$ cat src/rtl/hsv_core_alu_stage.sv
// Execute-stage ALU: elastic valid/ready pipeline from issue to commit.
// Optional macro HSV_CORE_ALU_SKID_EN adds an output skid entry.

package hsv_core_alu_pkg;

    typedef enum logic [1:0] {
        BW_AND,
        BW_OR,
        BW_XOR,
        BW_PASS
    } alu_bitwise_t;

    typedef enum logic {
        OUT_ADDER,
        OUT_SHIFT
    } alu_out_t;

    typedef struct packed {
        logic [31:0] pc;
        logic [31:0] pc_increment;
        logic [31:0] rs1;
        logic [31:0] rs2;
        logic [31:0] immediate;
        logic        illegal;
    } common_data_t;

    typedef struct packed {
        common_data_t common;
        logic         pc_relative;
        logic         is_immediate;
        logic         negate;
        logic         flip_signs;
        logic         sign_extend;
        logic         compare;
        alu_bitwise_t bitwise_select;
        alu_out_t     out_select;
    } alu_data_t;

    typedef struct packed {
        common_data_t common;
        logic         negate;
        logic         sign_extend;
        logic         compare;
        alu_bitwise_t bitwise_select;
        alu_out_t     out_select;
        logic [31:0]  a;
        logic [31:0]  b;
        logic [32:0]  sum;
    } alu_ex_t;

    typedef struct packed {
        common_data_t common;
        logic [31:0]  result;
        logic [31:0]  next_pc;
        logic         jump;
        logic         trap;
        logic         writeback;
    } commit_data_t;

    function automatic alu_ex_t alu_front(input alu_data_t d);
        alu_ex_t     e;
        logic [31:0] af;
        logic [31:0] bf;
        logic [32:0] add_a;
        logic [32:0] add_b;
        e = '0;
        e.common = d.common;
        e.negate = d.negate;
        e.sign_extend = d.sign_extend;
        e.compare = d.compare;
        e.bitwise_select = d.bitwise_select;
        e.out_select = d.out_select;
        e.a = d.pc_relative ? d.common.pc : d.common.rs1;
        e.b = d.is_immediate ? d.common.immediate : d.common.rs2;
        af = e.a;
        bf = e.b;
        if (d.flip_signs) begin
            af[31] = ~af[31];
            bf[31] = ~bf[31];
        end
        add_a = {1'b0, af};
        add_b = {1'b0, bf};
        if (d.negate) begin
            add_b = ~add_b + 33'd1;
        end
        e.sum = add_a + add_b;
        return e;
    endfunction

    function automatic commit_data_t alu_back(input alu_ex_t e);
        commit_data_t c;
        logic [31:0]  bw;
        logic [31:0]  sh;
        logic [4:0]   amt;
        amt = e.b[4:0];
        bw = '0;
        unique case (e.bitwise_select)
            BW_AND:  bw = e.a & e.b;
            BW_OR:   bw = e.a | e.b;
            BW_XOR:  bw = e.a ^ e.b;
            BW_PASS: bw = e.sum[31:0];
            default: bw = '0;
        endcase
        if (e.negate) begin
            sh = e.a << amt;
        end else if (e.sign_extend) begin
            sh = $signed(e.a) >>> amt;
        end else begin
            sh = e.a >> amt;
        end
        c = '0;
        c.common = e.common;
        if (e.compare) begin
            c.result = {31'b0, e.sum[32]};
        end else if (e.out_select == OUT_SHIFT) begin
            c.result = sh;
        end else begin
            c.result = bw;
        end
        c.next_pc = e.common.pc_increment;
        c.jump = 1'b0;
        c.trap = e.common.illegal;
        c.writeback = !e.common.illegal;
        return c;
    endfunction

endpackage

module hsv_core_alu_stage
    import hsv_core_alu_pkg::*;
#(
    parameter int unsigned Stages = 2
) (
    input  logic         clk_core,
    input  logic         rst_core,
    input  logic         flush_req,
    input  logic         in_valid,
    output logic         in_ready,
    input  alu_data_t    alu_data,
    output logic         out_valid,
    input  logic         out_ready,
    output commit_data_t commit_data
);

    logic         last_valid;
    commit_data_t last_q;
    logic         last_dn_ready;
    logic         last_ok;
    logic         last_src_valid;
    commit_data_t last_d;

    assign last_ok = !last_valid || last_dn_ready;

    generate
        if (Stages == 2) begin : g_two
            logic    s1_valid;
            alu_ex_t s1_q;

            assign in_ready = !s1_valid || last_ok;
            assign last_src_valid = s1_valid;
            assign last_d = alu_back(s1_q);

            // Stage 1: operand select and adder result
            always_ff @(posedge clk_core) begin
                if (rst_core) begin
                    s1_valid <= 1'b0;
                    s1_q <= '0;
                end else if (flush_req) begin
                    s1_valid <= 1'b0;
                end else if (in_ready) begin
                    s1_valid <= in_valid;
                    if (in_valid) begin
                        s1_q <= alu_front(alu_data);
                    end
                end
            end
        end else begin : g_one
            assign in_ready = last_ok;
            assign last_src_valid = in_valid;
            assign last_d = alu_back(alu_front(alu_data));
        end
    endgenerate

    // Last stage: registered commit record
    always_ff @(posedge clk_core) begin
        if (rst_core) begin
            last_valid <= 1'b0;
            last_q <= '0;
        end else if (flush_req) begin
            last_valid <= 1'b0;
        end else if (last_ok) begin
            last_valid <= last_src_valid;
            if (last_src_valid) begin
                last_q <= last_d;
            end
        end
    end

`ifdef HSV_CORE_ALU_SKID_EN
    logic         skid_valid;
    commit_data_t skid_q;

    assign last_dn_ready = !skid_valid;
    assign out_valid = skid_valid || last_valid;
    assign commit_data = skid_valid ? skid_q : last_q;

    // Skid entry catches the last stage when commit stalls
    always_ff @(posedge clk_core) begin
        if (rst_core) begin
            skid_valid <= 1'b0;
            skid_q <= '0;
        end else if (flush_req) begin
            skid_valid <= 1'b0;
        end else if (skid_valid) begin
            if (out_ready) begin
                skid_valid <= 1'b0;
            end
        end else if (last_valid && !out_ready) begin
            skid_valid <= 1'b1;
            skid_q <= last_q;
        end
    end
`else
    assign last_dn_ready = out_ready;
    assign out_valid = last_valid;
    assign commit_data = last_q;
`endif

endmodule

$ cat config.mk
export PLATFORM = sky130hd
export DESIGN_NAME = hsv_core_alu_stage
export DESIGN_NICKNAME = d
export VERILOG_FILES = /design/src/rtl/hsv_core_alu_stage.sv
export SDC_FILE = /design/constraint.sdc
export NUM_CORES = 1
export LEC_CHECK = 0
export ABC_CLOCK_PERIOD_IN_PS = 7500
export CELL_PAD_IN_SITES_DETAIL_PLACEMENT = 0
export CELL_PAD_IN_SITES_GLOBAL_PLACEMENT = 1
export CORE_MARGIN = 2
export CORE_UTILIZATION = 40
export CTS_BUF_LIST = sky130_fd_sc_hd__clkbuf_8 sky130_fd_sc_hd__clkbuf_16
export DETAILED_ROUTE_END_ITERATION = 10
export PLACE_DENSITY = 0.82
export SLEW_MARGIN = 20
export SYNTH_ARGS = -nofsm -noshare
export SYNTH_HDL_FRONTEND = slang
export SYNTH_SLANG_ARGS = --single-unit
export TNS_END_PERCENT = 50
$ cat constraint.sdc
create_clock -name clk_core -period 7.5 [get_ports clk_core]
set_input_delay 1.5 -clock clk_core [delete_from_list [all_inputs] [get_ports clk_core]]
set_output_delay 1.5 -clock clk_core [all_outputs]
set_load 0.01 [all_outputs]
==> flow_summary.ini <==
[synthesis]
synth_edf_count = 0
ys_seq_elements = 460
syn-cell-area_um2 = 24990
synth_flop_cell = dfxtp_1
synthesis.nets = 3404
synth.avg_cell_area_um2 = 7.987
synth_seq_area_share_pct = 36.85
syn-instance-count = 3129
async_reset_ff_share_pct = 0
synth_warnings = 0
yosys.cell_types.count = 83

[timing]
fin_setup_tns_ps = 0
setup_viol = 0
slew_violations = 0
rsz0062_at_grt = false
worst_pin_slew_ps = 1113
fin_crit_ps = 6069
timing.fmax_mhz = 164.8
fin_crit_sh_pct = 80.93
final_hold_viol_count = 0
clock_skew_ps = 43.76
slew-limit-headroom_pct = 25.78

[power_and_ir_drop]
pwr-share-comb_pct = 18.2
power_leakage_nw = 11.36
power.total_w = 0.006437
power_density_nw_per_um2 = 208.0
p_clk_share_pct = 40.9
power.share.switching_pct = 29.19
power_frac_seq_pct = 40.9
p_int_w = 0.004559
vdd_drop_max_mv = 0.1855
power_switching_w = 0.001879

[global_routing]
antenna_found_initial = 3
grtUsageTotal_pct = 26.82
grt_pass1_vias = 22115
grt_max_degree = 191
grt_first_pass_wirelength_um = 133800
overflow = 0

[cts]
cts_setup_buffers = 0
clock-sinks = 460
clk_latency_ps = 630
root_buffer = clkbuf_16
clk_pin_slew_ps = 60
postCtsHoldBufs = 0
cts_tree = built
htreeDepth = 2
cts_buffer_depth = 3
numCtsBuffers = 53
ctsResizeCount = 0

[setup_path]
crit_required_ps = 8030
cp-end-kind = register
cp.arrival_ps = 6600
worst-setup-path-type = in -> reg
path_max_fanout = 7
crit_path_start_kind = primary input

[floorplanning]
die_area_um2 = 64500
dieWidth_um = 254.0
fp-row-count = 91
pin_count = 405
die_y_um = 254.0
initial_core_util_pct = 40.50
coreArea_um2 = 61710

[route]
drt_wl_total_um = 88770
dr.pass1.iters = 6
vias_per_cell = 5.517
drtIter0Drc = 2001
ant_nets = 0
routedWlPerCell_um = 21.02
route.detailed.drc = 0
vias = 23299

[placed_design]
numPortBuffers = 403
dp_hpwl_um = 63210
gp_congestion = 0.9449

[hold_path]
hold_path.class = reg -> reg

[status]
status = finished, final reports clean

[cells_and_area]
final_nets = 3617
area_growth_pct = 23.84
layout-drive-gt1-share_pct = 8.567
fillers = 5972

[job]
maxCapViolCount = 0
==> synth_stat cells, types with 15 or more instances <==
| cell | number | area share [%] |
|---|---|---|
| nand2_1 | 851 | 13 |
| a21oi_1 | 460 | 9.2 |
| dfxtp_1 | 460 | 37 |
| clkbuf_1 | 206 | 3.1 |
| nor2_1 | 188 | 2.8 |
| inv_1 | 114 | 1.7 |
| ha_1 | 99 | 5.0 |
| o21ai_0 | 96 | 1.9 |
| mux4_2 | 95 | 8.6 |
| mux2i_1 | 68 | 2.7 |
| a211oi_1 | 50 | 1.5 |
| nor3_1 | 44 | 0.88 |
| mux2_2 | 38 | 1.7 |
| buf_4 | 34 | 1.0 |
| xor2_1 | 30 | 1.1 |
| xnor2_1 | 26 | 0.91 |
| a21o_1 | 19 | 0.57 |
| buf_1 | 19 | 0.29 |
| a31oi_1 | 15 | 0.38 |
==> state kept, by name, summed over array words and instances (netlist names) <==
signal,flops
out_valid,1
g_two.s1_q,264
g_two.s1_valid,1
commit_data,194
==> per-stage QoR <==
step	area, um2	instances	setup WS [ps]	utilization, %	hold WS, ps
final	30950	4223	1431	50.16	434.1
after global routing	30950	4223	957.0	50.16	463.6
after CTS	30950	4222	1475	50.15	433.3
after detailed placement	29140	4124	857.3	47.21	430.9
after global placement	29130	4124	873.3	47.21	432.1
after floorplan	24990	3129	895.2	-	419.8
==> power by group through the flow <==
stage	clock network (W)	registers (W)	logic (W)
3_5_place_dp	0	0.00268	0.00116
4_1_cts	0.00269	0.00263	0.00116
2_1_floorplan	0	0.00264	0.000778
3_3_place_gp	0	0.00268	0.00114
6_report	0.00263	0.00263	0.00117
5_1_grt	0.00278	0.00264	0.00128
==> cell families (layout without fill, tap and decap cells) <==
logic type	Yosys count	after routing	synth area share (%)
buffers and inverters	390	646	6.728
AO/OA/AOI/OAI	755	755	17.48
other	1	2	0.01500
adder cells (fa/ha/maj)	100	100	5.036
multiplexers	202	202	13.09
AND/OR/NAND/NOR	1165	1165	18.84
XOR/XNOR	56	56	1.962
flip-flops	460	460	36.85
==> layout by cell type, fill, tap and decap left out, types with 10 or more instances in the layout <==
cell type / instances
nand3_1: 13
nor2_1: 187
o221ai_1: 10
o31ai_1: 13
dfxtp_1: 455
xnor2_1: 26
a21oi_1: 460
inv_1: 122
nand2_1: 851
o21ai_0: 96
mux2i_1: 68
o211ai_1: 11
a21o_1: 19
a211oi_1: 50
mux4_2: 95
nor3_1: 42
clkdlybuf4s50_1: 401
mux2_2: 38
xor2_1: 30
clkbuf_8: 15
clkbuf_16: 53
buf_4: 26
ha_1: 99
a31oi_1: 15
o21bai_1: 11
==> path summary, 6_finish.rpt <==
kind | startpoint | depth (start not counted) | slack [ps] | end
worst min-delay path | g_two.s1_q[263] | 2 | 430 | commit_data[227]
worst max register to register | g_two.s1_q[33] | 10 | 3690 | commit_data[36]
worst max-delay path | alu_data[44] | 18 | 1430 | g_two.s1_q[32]
worst min register to register | g_two.s1_q[263] | 2 | 430 | commit_data[227]
==> per-layer routing <==
| layer | routed length [um] | vias up | part of all wire [%] | global-route usage, % |
|---|---|---|---|---|
| met3 | 5521 | 161 | 6.2 | 4.005 |
| met5 | 13 | - | 0.015 | 0 |
| met1 | 38070 | 11195 | 43 | 36.30 |
| met4 | 3728 | 2 | 4.2 | 11.39 |
| li1 | - | 11065 | - | - |
| met2 | 41430 | 876 | 47 | 42.59 |
==> critical path: stages <==
cell	delay, ps
clkdlybuf4s50_1	490
nor3_1	240
o21ai_2	90
or2_1	280
nor3_1	210
or3b_1	490
o31ai_1	330
xor2_1	240
ha_1	350
nand2_1	150
nor3_1	70
a2111oi_0	450
a21oi_1	210
o311ai_1	580
a21oi_1	190
o41ai_1	360
xnor2_1	140
a211oi_2	210
==> area by class of cell <==
class                           instances  area, um2  area share, %
Sequential cell                       460       9220          29.79
Antenna cell                            1      2.502       0.008085
Timing Repair Buffer                  433       4315          13.94
Multi-Input combinational cell       2279      14130          45.64
Tap cell                              837       1047          3.383
Clock inverter                         30      276.5         0.8934
Clock buffer                           68       1533          4.952
Inverter                              115      431.7          1.395
Power figures use the tool's default switching activity.
